$ cat config.mk
export PLATFORM = sky130hd
export DESIGN_NAME = fifo_uart_tx
export DESIGN_NICKNAME = d
export VERILOG_FILES = /design/src/rtl/fifo_uart_tx.sv
export SDC_FILE = /design/constraint.sdc
export NUM_CORES = 1
export LEC_CHECK = 0
export CAP_MARGIN = 40
export CORE_ASPECT_RATIO = 1.2
export CORE_MARGIN = 2
export CORE_UTILIZATION = 25
export CTS_BUF_LIST = sky130_fd_sc_hd__clkbuf_2 sky130_fd_sc_hd__clkbuf_4 sky130_fd_sc_hd__clkbuf_8
export DETAILED_ROUTE_END_ITERATION = 8
export PLACE_DENSITY_LB_ADDON = 0.2
export SETUP_SLACK_MARGIN = 0.3
export SKIP_CTS_REPAIR_TIMING = 1
export SYNTH_ARGS = -nofsm -noshare
export SYNTH_HDL_FRONTEND = slang
export SYNTH_SLANG_ARGS = --single-unit
$ cat constraint.sdc
create_clock -name clk -period 2 [get_ports clk]
set_input_delay 0.3 -clock clk [delete_from_list [all_inputs] [get_ports clk]]
set_output_delay 0.3 -clock clk [all_outputs]
set_load 0.005 [all_outputs]
$ cat src/rtl/fifo_uart_tx.sv
// Pulls bytes one at a time from the shift-register FIFO read port and sends each one
// on txd as an async serial frame: start, 8 data bits LSB first, optional parity, stop bit(s).
module fifo_uart_tx #(
  parameter int CLKS_PER_BIT = 16,
  parameter int PARITY_EN    = 0,
  parameter int PARITY_ODD   = 0,
  parameter int STOP_BITS    = 1
) (
  input  logic       clk,
  input  logic       rst,
  input  logic       en,
  input  logic       fifo_empty_n,
  input  logic [7:0] fifo_data,
  output logic       fifo_rd,
  output logic       txd,
  output logic       busy,
  output logic       tx_done
);

  localparam int CW = $clog2(CLKS_PER_BIT);
  localparam logic [CW-1:0] BIT_LAST  = CW'(CLKS_PER_BIT - 1);
  localparam logic [2:0]    STOP_LAST = 3'(STOP_BITS - 1);
  localparam logic          PAR_INV   = 1'(PARITY_ODD);

  typedef enum logic [2:0] {
    IDLE   = 3'd0,
    FETCH  = 3'd1,
    LATCH  = 3'd2,
    START  = 3'd3,
    DATA   = 3'd4,
    PARITY = 3'd5,
    STOP   = 3'd6
  } state_e;

  state_e        state_q, state_d;
  logic [CW-1:0] cnt_q, cnt_d;
  logic [2:0]    idx_q, idx_d;
  logic [7:0]    shift_q, shift_d;
  logic          par_q, par_d;
  logic          fifo_rd_q, txd_q, busy_q, done_q;
  logic          txd_d, bit_end;

  assign bit_end = (cnt_q == BIT_LAST);

  // Next-state logic; idx counts data bits in DATA and stop bits in STOP.
  always_comb begin
    state_d = state_q;
    cnt_d   = cnt_q + CW'(1);
    idx_d   = idx_q;
    shift_d = shift_q;
    par_d   = par_q;
    unique case (state_q)
      IDLE: begin
        cnt_d = '0;
        idx_d = '0;
        if (en && fifo_empty_n) state_d = FETCH;
      end
      FETCH: begin
        cnt_d   = '0;
        state_d = LATCH;
      end
      LATCH: begin
        cnt_d   = '0;
        shift_d = fifo_data;
        par_d   = (^fifo_data) ^ PAR_INV;
        state_d = START;
      end
      START: begin
        if (bit_end) begin
          cnt_d   = '0;
          state_d = DATA;
        end
      end
      DATA: begin
        if (bit_end) begin
          cnt_d   = '0;
          shift_d = {1'b0, shift_q[7:1]};
          if (idx_q == 3'd7) begin
            idx_d   = '0;
            state_d = (PARITY_EN != 0) ? PARITY : STOP;
          end else begin
            idx_d = idx_q + 3'd1;
          end
        end
      end
      PARITY: begin
        if (bit_end) begin
          cnt_d   = '0;
          state_d = STOP;
        end
      end
      STOP: begin
        if (bit_end) begin
          cnt_d = '0;
          if (idx_q == STOP_LAST) begin
            idx_d   = '0;
            state_d = IDLE;
          end else begin
            idx_d = idx_q + 3'd1;
          end
        end
      end
      default: begin
        cnt_d   = '0;
        idx_d   = '0;
        state_d = IDLE;
      end
    endcase
  end

  // Line level is decoded from the state being entered so txd is registered.
  always_comb begin
    txd_d = 1'b1;
    unique case (state_d)
      START:   txd_d = 1'b0;
      DATA:    txd_d = shift_d[0];
      PARITY:  txd_d = par_d;
      default: txd_d = 1'b1;
    endcase
  end

  always_ff @(posedge clk) begin
    if (rst) begin
      state_q   <= IDLE;
      cnt_q     <= '0;
      idx_q     <= '0;
      shift_q   <= '0;
      par_q     <= 1'b0;
      fifo_rd_q <= 1'b0;
      txd_q     <= 1'b1;
      busy_q    <= 1'b0;
      done_q    <= 1'b0;
    end else begin
      state_q   <= state_d;
      cnt_q     <= cnt_d;
      idx_q     <= idx_d;
      shift_q   <= shift_d;
      par_q     <= par_d;
      fifo_rd_q <= (state_d == FETCH);
      txd_q     <= txd_d;
      busy_q    <= (state_d != IDLE);
      done_q    <= (state_d == STOP) && (cnt_d == BIT_LAST) && (idx_d == STOP_LAST);
    end
  end

  assign fifo_rd = fifo_rd_q;
  assign txd     = txd_q;
  assign busy    = busy_q;
  assign tx_done = done_q;

endmodule

-- Word level (Yosys, flattened, before mapping)
Index checks and enable logic that the tools add are counted.
- add/subtract/negate cells: 2
- eq/ne operators: 15
- mux-type cells: 19
- reductions and logical operators: 12
- operators by type and width (operator ; number):
    $mux W3 ; 11
    $eq A3 B3 Y1 const B ; 7
    $pmux W3 S7 ; 1
    $pmux W8 S2 ; 1
    $eq A3 B2 Y1 const B ; 3
    $logic_not A3 Y1 ; 3
    $pmux W3 S3 ; 1
    $eq A4 B4 Y1 const B ; 2
    $mux W4 ; 2
    $mux W8 ; 1
    $reduce_or A4 Y1 ; 2
    $reduce_xor A8 Y1 ; 1
    $eq A3 B1 Y1 const B ; 2
    $add A4 B1 Y4 const B ; 1
    $add A3 B1 Y3 const B ; 1
    $logic_and A1 B1 Y1 ; 3
    $pmux W1 S3 ; 1
    $reduce_bool A3 Y1 ; 1
    $ne A2 B2 Y1 const B ; 1
    $reduce_and A2 Y1 ; 1
    $reduce_bool A2 Y1 ; 1
    $mux W1 ; 1
- bits in registers: 23
- output and inout bits: 4
- word-level logic and storage cells: 58

-- Longest topological paths before layout
Gate-level depths: netlist of run 1.
- depth after elaboration: 7
- gate-level depth with buffers: 7
- mapped depth without buffers: 7

-- Least setup slack after synthesis of run 1
OpenSTA, ideal clock, no wires.
- path kind: reg2reg
- start: register cnt_q[0]
- end: register done_q (netlist: tx_done)
- arrival: 1.612 ns
- required time: 1.939 ns
- slack: 0.327 ns
- cell stages (with the launch flop): 8
- buffers on the path: 1
- period minus slack after synthesis: 1.673 ns
- cells stage by stage: dfxtp_1 ha_1 and3_1 buf_6 a31oi_2 o211a_1 nand4b_1 and4bb_1
- cells in the longest elaborated chain, start to end: 6
- elaborated cells on any way between the ends: 17
- classes of those cells: add/sub: 1; eq/ne: 3; mux: 10; reduce/logical: 3
- RTL lines (item ; RTL line ; text):
    start: declaration ; 36 ; logic [CW-1:0] cnt_q, cnt_d;
    start signal: assignment ; 135 ; cnt_q <= cnt_d;
    $add A4 B1 Y4 / $eq A4 B4 Y1 (equally long branches) ; 48, 43 ;
    $mux W4 (tied with other cells) ; n/a ;
    $mux W4 / $pmux W3 S7 (equally long branches) ; n/a ;
    $eq A4 B4 Y1 / $eq A3 B3 Y1 (equally long branches) ; 142 ; done_q <= (state_d == STOP) && (cnt_d == BIT_LAST) && (idx_d == STOP_LAST);
    $logic_and A1 B1 Y1 ; 142 ;
    $logic_and A1 B1 Y1 (*) ; 142 ;
    end signal: assignment ; 142 ;
    end: declaration ; 40 ; logic fifo_rd_q, txd_q, busy_q, done_q;
Mark *: on every way between the ends. The rest lies on a longest branch, timed or not.
A chain may end at the register's enable or synchronous reset.

-- Final worst setup path of run 1
- start: register cnt_q[1]
- end: register txd_q (netlist: txd)
- cells in the longest elaborated chain, start to end: 5
- elaborated cells on any way between the ends: 12
- classes of those cells: eq/ne: 4; mux: 8
- RTL lines (item ; RTL line ; text):
    $eq A4 B4 Y1 (*) ; 43 ; assign bit_end = (cnt_q == BIT_LAST);
    $mux W3 (on tied branches) ; n/a ;
    $pmux W3 S7 ; 52 ; unique case (state_q)
    $eq A3 B3 Y1 / $eq A3 B2 Y1 (equally long branches) ; 114 ; unique case (state_d)
    $pmux W1 S3 (*) ; 114 ;
    end signal: assignment ; 140 ; txd_q <= txd_d;
    end: declaration ; 40 ;
Mark *: on every way between the ends. The rest lies on a longest branch, timed or not. The select of a mux whose other input is x is not followed.

==> results of run 1 <==
[cell usage in the layout (no fill, tap or decap), types with 2 or more instances in the layout]
cell	n
nor3_1	3
dfxtp_1	16
ha_4	2
clkbuf_8	3
nor2b_1	5
xnor2_1	9
nand3_1	2
a21oi_2	2
nor4_1	2
clkdlybuf4s50_1	15
a21oi_1	14
nor2_1	9
ha_2	2
buf_4	14
a31oi_1	3
nand2_1	15
dfxtp_2	5
nand4_1	2
a22oi_1	6
inv_1	5
dfxtp_4	2
and2_1	2
nand2b_1	3
and3_4	2
[kinds of logic after synthesis]
| group | Yosys count | synth area share, % |
|---|---|---|
| compound gates | 40 | 22.3 |
| xor+xnor | 9 | 6.23 |
| fa+ha+maj | 4 | 3.96 |
| buf+inv | 12 | 5.04 |
| flops | 23 | 36.4 |
| simple gates | 56 | 26.1 |
[metrics by stage]
| step | area, um2 | setup WS (ps) |
|---|---|---|
| final | 1700 | 388 |
| after floorplan | 1260 | 327 |
| after global routing | 1700 | 284 |
| after global placement | 1510 | 129 |
| after detailed placement | 1510 | 62.2 |
| after CTS | 1550 | 27.9 |
[final cells by class]
cell class | instances | area (um2) | share of cell area [%]
Multi-Input combinational cell | 109 | 823 | 48.6
Sequential cell | 23 | 474 | 28.0
Timing Repair Buffer | 29 | 255 | 15.1
Tap cell | 60 | 75.1 | 4.43
Clock buffer | 4 | 48.8 | 2.88
Inverter | 5 | 18.8 | 1.11
[sequential cells by signal (all words and copies together) (netlist names)]
register,cells
state_q,3
cnt_q,4
shift_q,8
tx_done,1
idx_q,3
fifo_rd,1
par_q,1
txd,1
busy,1
[critical path: cells and delay by family, from the launching register on]
family,cells,cell delay (ps)
AOI/OAI and AO/OA,3,430
and+or+nand+nor,2,390
DFF,1,370
buffers and inverters,1,140
adders and majority gates,1,170
[final timing paths]
path	end	slack, ps	cells past startpoint
setup / recovery	txd	390	7
hold / removal	shift_q[2]	460	2
setup reg to reg	txd	390	7
hold reg to reg	shift_q[2]	460	2
[Yosys cell counts (3+ instances only)]
master and n:
nand2_1 15, nor2_1 9, buf_2 3, a31oi_1 3
nor3_1 3, dfxtp_1 23, a21oi_1 16, nor2b_1 5
xnor2_1 9, ha_1 4, nand2b_1 3, inv_1 5
a22oi_1 6
[routing by layer]
metal | vias up | routed length (um)
li1 | 573 | -
met3 | 2 | 110
met2 | 23 | 1630
met1 | 539 | 1270
met5 | - | 0
met4 | 0 | 8
[where the power goes]
group          leakage (nW)  internal (mW)  switching (mW)  total (mW)
logic                 0.359         0.0972          0.0786       0.176
registers             0.191          0.473          0.0135       0.487
clock network        0.0262          0.156           0.155       0.310
total                 0.576          0.727           0.247       0.973
==> flow_metrics.py, run 1 <==
metrics = {
    "layout": {
        "drive_gt1_share_pct": 27.6,
        "diodes": 0,
        "nNetsFinal": 187,
        "post-route-util_pct": 34.6,
        "final_cells": 230,
        "fillCellCount": 504,
        "area_delta_synth_final_pct": 34.0,
    },
    "timing": {
        "whs_ps": 457,
        "hold_viol": 0,
        "post-route-min-period_ps": 1610,
        "setup_viol": 0,
        "period_share_pct": 80.6,
        "fin_skew_ps": 6.75,
        "setup_tns_ps": 0,
        "tightest_slew_ps": 349,
        "relSlewSlack_pct": 76.6,
        "drv_slew": 0,
        "rsz0062_at_grt": "false",
        "max_freq_mhz": 620,
    },
    "routing": {
        "drc_errors": 0,
        "avgRoutedWirePerCell_um": 13.1,
        "vias_per_cell": 4.94,
        "vias": 1137,
        "drt_iter0_markers": 41,
        "routed_wl_um": 3010,
        "drtAntennaViolNets": 0,
        "dr.pass1.iters": 4,
    },
    "die": {
        "start_util_pct": 25.8,
        "die_h_um": 81.9,
        "rows": 28,
        "coreArea_um2": 4900,
        "dieArea_um2": 5650,
        "ioPinCount": 16,
        "die_w_um": 68.9,
    },
    "synth": {
        "synth.yosys.warnings": 0,
        "syn-num-nets": 160,
        "async_flop_share_pct": 0,
        "syn_avg_cell_area_um2": 8.78,
        "synth_top_area_cell": "dfxtp_1",
        "synth_flop_cell": "dfxtp_1",
        "synth-seq-cells": 23,
        "synth_edf_count": 0,
        "synth_top_area_share_pct": 36.4,
        "netlist_top_cells_area": "dfxtp_1 (36%), a21oi_1 (6.3%), xnor2_1 (6.2%), nand2_1 (4.5%), ha_1 (4.0%)",
        "syn_inst": 144,
        "ys_seq_area_share_pct": 36.4,
        "synth.distinct_cells": 44,
        "syn_area_um2": 1260,
    },
    "critical_path": {
        "crit_path_start": "cnt_q[1]",
        "cp.required_ps": 2150,
        "cp-end-kind": "flop",
        "crit_fanout": 8,
        "path_class": "reg2reg",
        "r2r-start": "cnt_q[1]",
        "cp-start-kind": "flop",
        "slowest_stage": "dfxtp_2",
        "max_stage_delay_ps": 370,
        "crit_chain": "ha_4, and3_4, a31oi_4, o211a_1, buf_4, nor2b_1, a31oi_1",
        "arrival_ps": 1760,
    },
    "clocking": {
        "cts_tree": "built",
        "cts_sinks": 23,
        "cts_buffers": 3,
        "clkLatencyLatePin_ps": 270,
        "ctsHtreeMaxLevel": 1,
        "cts_max_path_buffers": 2,
        "clk_pin_slew_ps": 80,
        "cts_root_buf": "clkbuf_8",
    },
    "min_path": {
        "hold_start": "shift_q[2]",
        "min_path_type": "reg2reg",
    },
    "global_route": {
        "grt_usage_pct": 11.2,
        "overflow": 0,
        "met2_usage_pct": 19.3,
        "grt_use_met3_pct": 2.05,
        "grtUsageMet1_pct": 13.5,
        "grt_pass1_wl_um": 4840,
        "busiest_layer": "met2",
        "grt_pass1_vias": 1141,
        "antenna_found_initial": 0,
        "grt_max_degree": 18,
    },
    "pwr": {
        "powerDensity_nw_per_um2": 574,
        "vdd_drop_max_mv": 0.237,
        "finalPower_uw": 973,
        "power_leakage_nw": 0.576,
    },
    "placement": {
        "hpwl_um": 2160,
        "gp_congestion": 0.853,
        "dp.cells": 220,
        "port_buffers": 15,
    },
    "job": {
        "max-cap-violations": 0,
    },
    "run_status": {
        "status": "finished clean",
    },
}
No activity file was read; power rests on OpenSTA's default activity.
==> inputs of run 2 (changes only) <==
clock period = 1.4 ns   (was 2 ns; I/O delays follow)
==> flow_metrics.py, run 2 (same netlist as run 1, synthesis figures left out) <==
metrics = {
    "global_route": {
        "met2_usage_pct": 21.6,
        "grt_use_met3_pct": 3.42,
        "grt_max_degree": 18,
        "grt_pass1_vias": 1168,
        "busiest_layer": "met2",
        "grt_pass1_wl_um": 5140,
        "grtUsageMet1_pct": 13.6,
        "overflow": 0,
        "antenna_found_initial": 0,
        "grt_usage_pct": 12.2,
    },
    "routing": {
        "drc_errors": 0,
        "vias": 1231,
        "drt_iter0_markers": 68,
        "drtAntennaViolNets": 0,
        "routed_wl_um": 3320,
        "vias_per_cell": 4.81,
        "dr.pass1.iters": 4,
        "avgRoutedWirePerCell_um": 13.0,
    },
    "timing": {
        "tightest_slew_ps": 345,
        "hold_viol": 0,
        "drv_slew": 0,
        "period_share_pct": 113,
        "post-route-min-period_ps": 1590,
        "timing.final.ws_setup_ps": -187,
        "setup_tns_ps": -856,
        "relSlewSlack_pct": 76.8,
        "fin_skew_ps": 5.47,
        "rsz0062_at_grt": "true",
        "max_freq_mhz": 630,
        "setup_viol": 9,
        "whs_ps": 477,
    },
    "placement": {
        "hpwl_um": 2460,
        "port_buffers": 15,
        "gp_congestion": 0.918,
    },
    "layout": {
        "mostFrequentLayoutCells": "buf_4 (33), dfxtp_1 (16), nand2_1 (13)",
        "final_common_cell": "buf_4",
        "largest_register_ffs": 8,
        "top_register": "shift_q",
        "post-route-util_pct": 40.8,
        "area_delta_synth_final_pct": 58.1,
        "diodes": 0,
        "fillCellCount": 501,
        "drive_gt1_share_pct": 42.9,
        "reg_top3": "shift_q x8, cnt_q x4",
        "nNetsFinal": 213,
    },
    "critical_path": {
        "cp-end-kind": "flop",
        "cp-start-kind": "flop",
        "crit_fanout": 6,
        "cp.required_ps": 1570,
        "r2r-start": "cnt_q[1]",
        "r2r-end": "tx_done",
        "rrSetupSlack_ps": -190,
        "path_class": "reg2reg",
        "r2r_cells": 6,
        "arrival_ps": 1750,
        "crit_path_start": "cnt_q[1]",
    },
    "pwr": {
        "powerDensity_nw_per_um2": 723,
        "power_leakage_nw": 0.765,
        "finalPower_mw": 1.45,
        "vdd_drop_max_mv": 0.408,
    },
    "die": {
        "dieArea_um2": 5650,
        "die_w_um": 68.9,
        "rows": 28,
        "ioPinCount": 16,
        "die_h_um": 81.9,
        "coreArea_um2": 4900,
        "start_util_pct": 25.8,
    },
    "min_path": {
        "hold_start": "shift_q[2]",
        "min_path_type": "reg2reg",
        "hold_depth": 2,
        "hold_end": "shift_q[2]",
    },
    "clocking": {
        "cts_buffers": 3,
        "cts_max_path_buffers": 2,
        "cts_root_buf": "clkbuf_8",
        "cts_sinks": 23,
        "cts_tree": "built",
        "ctsHtreeMaxLevel": 1,
        "clk_pin_slew_ps": 90,
        "clkLatencyLatePin_ps": 270,
    },
    "job": {
        "max-cap-violations": 0,
    },
    "run_status": {
        "violations": "negative setup slack",
        "status": "finished, violations left",
    },
}
run 2: how the worst max path moves through the flow:
stage | endpoint | cells past startpoint
finish | tx_done | 6
floorplan | tx_done | 7
CTS | tx_done | 6
detailed placement | tx_done | 6
global route | tx_done | 6
global placement | tx_done | 6
run 2: critical path: stages (launching register included):
cell,delay [ps]
dfxtp_2,360
ha_4,160
and3_4,250
a31oi_4,100
o211a_1,270
nand4b_1,130
and4bb_1,220
run 2: layout make-up:
| class | count | area, um2 | area share (%) |
|---|---|---|---|
| Inverter | 5 | 18.8 | 0.939 |
| Sequential cell | 23 | 472 | 23.6 |
| Tap cell | 60 | 75.1 | 3.75 |
| Clock inverter | 1 | 7.51 | 0.375 |
| Clock buffer | 3 | 41.3 | 2.07 |
| Timing Repair Buffer | 55 | 495 | 24.8 |
| Multi-Input combinational cell | 109 | 890 | 44.5 |
run 2: per-layer routing:
layer	vias up	wire length, um
met2	20	1740
met3	4	96
li1	622	-
met5	-	0
met1	585	1440
met4	0	40
run 2: through the flow:
stage	instances	setup WS, ps	area (um2)
6_report	256	-187	2000
5_1_grt	256	-270	2000
4_1_cts	250	-238	1830
3_5_place_dp	246	-209	1790
3_3_place_gp	246	-169	1790
2_1_floorplan	144	-108	1360
run 2: report_power, final:
part	leakage [nW]	switching (mW)	internal, mW
logic	0.553	0.136	0.177
registers	0.190	0.0209	0.678
clock network	0.0217	0.231	0.202
==> inputs of run 3 (changes only) <==
CAP_MARGIN = unset   (was 40)
clock period = 1.85 ns   (was 1.4 ns; I/O delays follow)
==> flow_metrics.py, run 3 (same netlist as run 1, synthesis figures left out) <==
metrics = {
    "pwr": {
        "power_leakage_nw": 0.583,
        "powerDensity_nw_per_um2": 598,
        "finalPower_mw": 1.03,
        "vdd_drop_max_mv": 0.314,
    },
    "timing": {
        "post-route-min-period_ps": 1580,
        "period_share_pct": 85.4,
        "rsz0062_at_grt": "true",
        "setup_tns_ps": 0,
        "hold_viol": 0,
        "fin_skew_ps": 8.04,
        "setup_viol": 0,
        "drv_slew": 0,
        "tightest_slew_ps": 414,
        "max_freq_mhz": 633,
        "relSlewSlack_pct": 72.3,
    },
    "clocking": {
        "cts_sinks": 23,
        "cts_root_buf": "clkbuf_8",
        "cts_max_path_buffers": 2,
        "cts_tree": "built",
        "clk_pin_slew_ps": 90,
        "cts_buffers": 3,
        "ctsHtreeMaxLevel": 1,
        "clkLatencyLatePin_ps": 270,
    },
    "layout": {
        "area_delta_synth_final_pct": 36.6,
        "diodes": 0,
        "top_register": "shift_q",
        "nNetsFinal": 188,
        "drive_gt1_share_pct": 27.5,
        "reg_top3": "shift_q x8, cnt_q x4",
        "mostFrequentLayoutCells": "dfxtp_1 (16), nand2_1 (15), a21oi_1 (15), clkdlybuf4s50_1 (15), buf_4 (14)",
        "largest_register_ffs": 8,
        "final_common_cell": "dfxtp_1",
        "fin_area_um2": 1730,
    },
    "critical_path": {
        "cp_top_family": "simple AND/OR/NAND/NOR gates",
        "path_class": "reg2reg",
        "crit_cells": 6,
        "rrSetupSlack_ps": 270,
        "slowest_stage": "dfxtp_4",
        "cp.required_ps": 2070,
        "cp-start-kind": "flop",
        "arrival_ps": 1800,
        "r2r-start": "cnt_q[0]",
        "crit_chain": "ha_4, and3_4, nand2_4, a211oi_4, nand4b_1, and4bb_1",
        "r2r-end": "tx_done",
        "path_buf_inv": 0,
        "cp-endpoint": "tx_done",
        "max_stage_delay_ps": 380,
        "crit_fanout": 7,
        "r2r_cells": 6,
        "crit_path_start": "cnt_q[0]",
        "cp-end-kind": "flop",
    },
    "min_path": {
        "hold_start": "shift_q[2]",
        "min_path_type": "reg2reg",
    },
    "die": {
        "die_h_um": 81.9,
        "dieArea_um2": 5650,
        "rows": 28,
        "ioPinCount": 16,
        "die_w_um": 68.9,
        "coreArea_um2": 4900,
        "start_util_pct": 25.8,
    },
    "routing": {
        "vias_per_cell": 5.03,
        "avgRoutedWirePerCell_um": 13.3,
        "routed_wl_um": 3070,
        "drtAntennaViolNets": 0,
        "drt_iter0_markers": 49,
        "drc_errors": 0,
        "vias": 1163,
        "dr.pass1.iters": 4,
    },
    "global_route": {
        "grt_max_degree": 18,
        "antenna_found_initial": 0,
        "grt_pass1_vias": 1189,
        "grt_usage_pct": 12.0,
        "grt_pass1_wl_um": 5190,
        "overflow": 0,
    },
    "placement": {
        "hpwl_um": 2250,
        "gp_congestion": 0.882,
        "port_buffers": 15,
        "post_dp_cell_area_um2": 1540,
    },
    "job": {
        "max-cap-violations": 0,
    },
    "run_status": {
        "status": "finished clean",
    },
}
run 3: cell count changes in the layout (fill, tap and decap cells not counted), sizes merged:
cell           before  now
buf                40   15
clkdlybuf4s50      11   15
dlymetal6s2s        4    0
clkinv              0    1
clkinvlp            1    0
run 3: layout make-up:
class / instances / area (um2)
Clock buffer: 3 / 41.3
Clock inverter: 1 / 5.00
Fill cell: 519 / 3180
Inverter: 5 / 18.8
Multi-Input combinational cell: 109 / 836
Sequential cell: 23 / 477
Tap cell: 60 / 75.1
Timing Repair Buffer: 30 / 275
run 3: worst register-to-register path, stage by stage, from the launching register on:
cell and delay, ps:
dfxtp_4 380, ha_4 170, and3_4 280, nand2_4 80
a211oi_4 250, nand4b_1 140, and4bb_1 250
run 3: layer usage:
| metal | GRT usage, % | vias to the layer above | part of all wire (%) |
|---|---|---|---|
| met5 | 0 | - | 0 |
| met4 | 4.12 | 0 | 1.1 |
| met3 | 1.92 | 5 | 3.5 |
| met2 | 22.5 | 25 | 54 |
| met1 | 13.5 | 560 | 41 |
| li1 | - | 573 | - |
run 3: metrics by stage:
step | util (%) | std cells | worst slack (ps) | hold slack (ps)
global placement | 31.3 | 221 | 94.9 | 447
detailed placement | 31.3 | 221 | 13.3 | 447
floorplan | - | 144 | 333 | 413
CTS | 32.3 | 225 | 7.43 | 459
global route | 35.2 | 231 | 176 | 491
finish | 35.2 | 231 | 271 | 454
run 3: how the worst min path moves through the flow:
stage               cells after the start  slack, ps         end
finish                                  2        450  shift_q[2]
global route                            1        490    cnt_q[0]
CTS                                     2        460  shift_q[2]
detailed placement                      2        450  shift_q[2]
global placement                        2        450  shift_q[2]
floorplan                               2        410  shift_q[7]
run 3: power by group:
group | leakage (nW) | internal, mW | switching, mW | total (mW)
combinational | 0.367 | 0.104 | 0.0852 | 0.189
sequential | 0.191 | 0.510 | 0.0163 | 0.527
clock | 0.0255 | 0.151 | 0.167 | 0.317
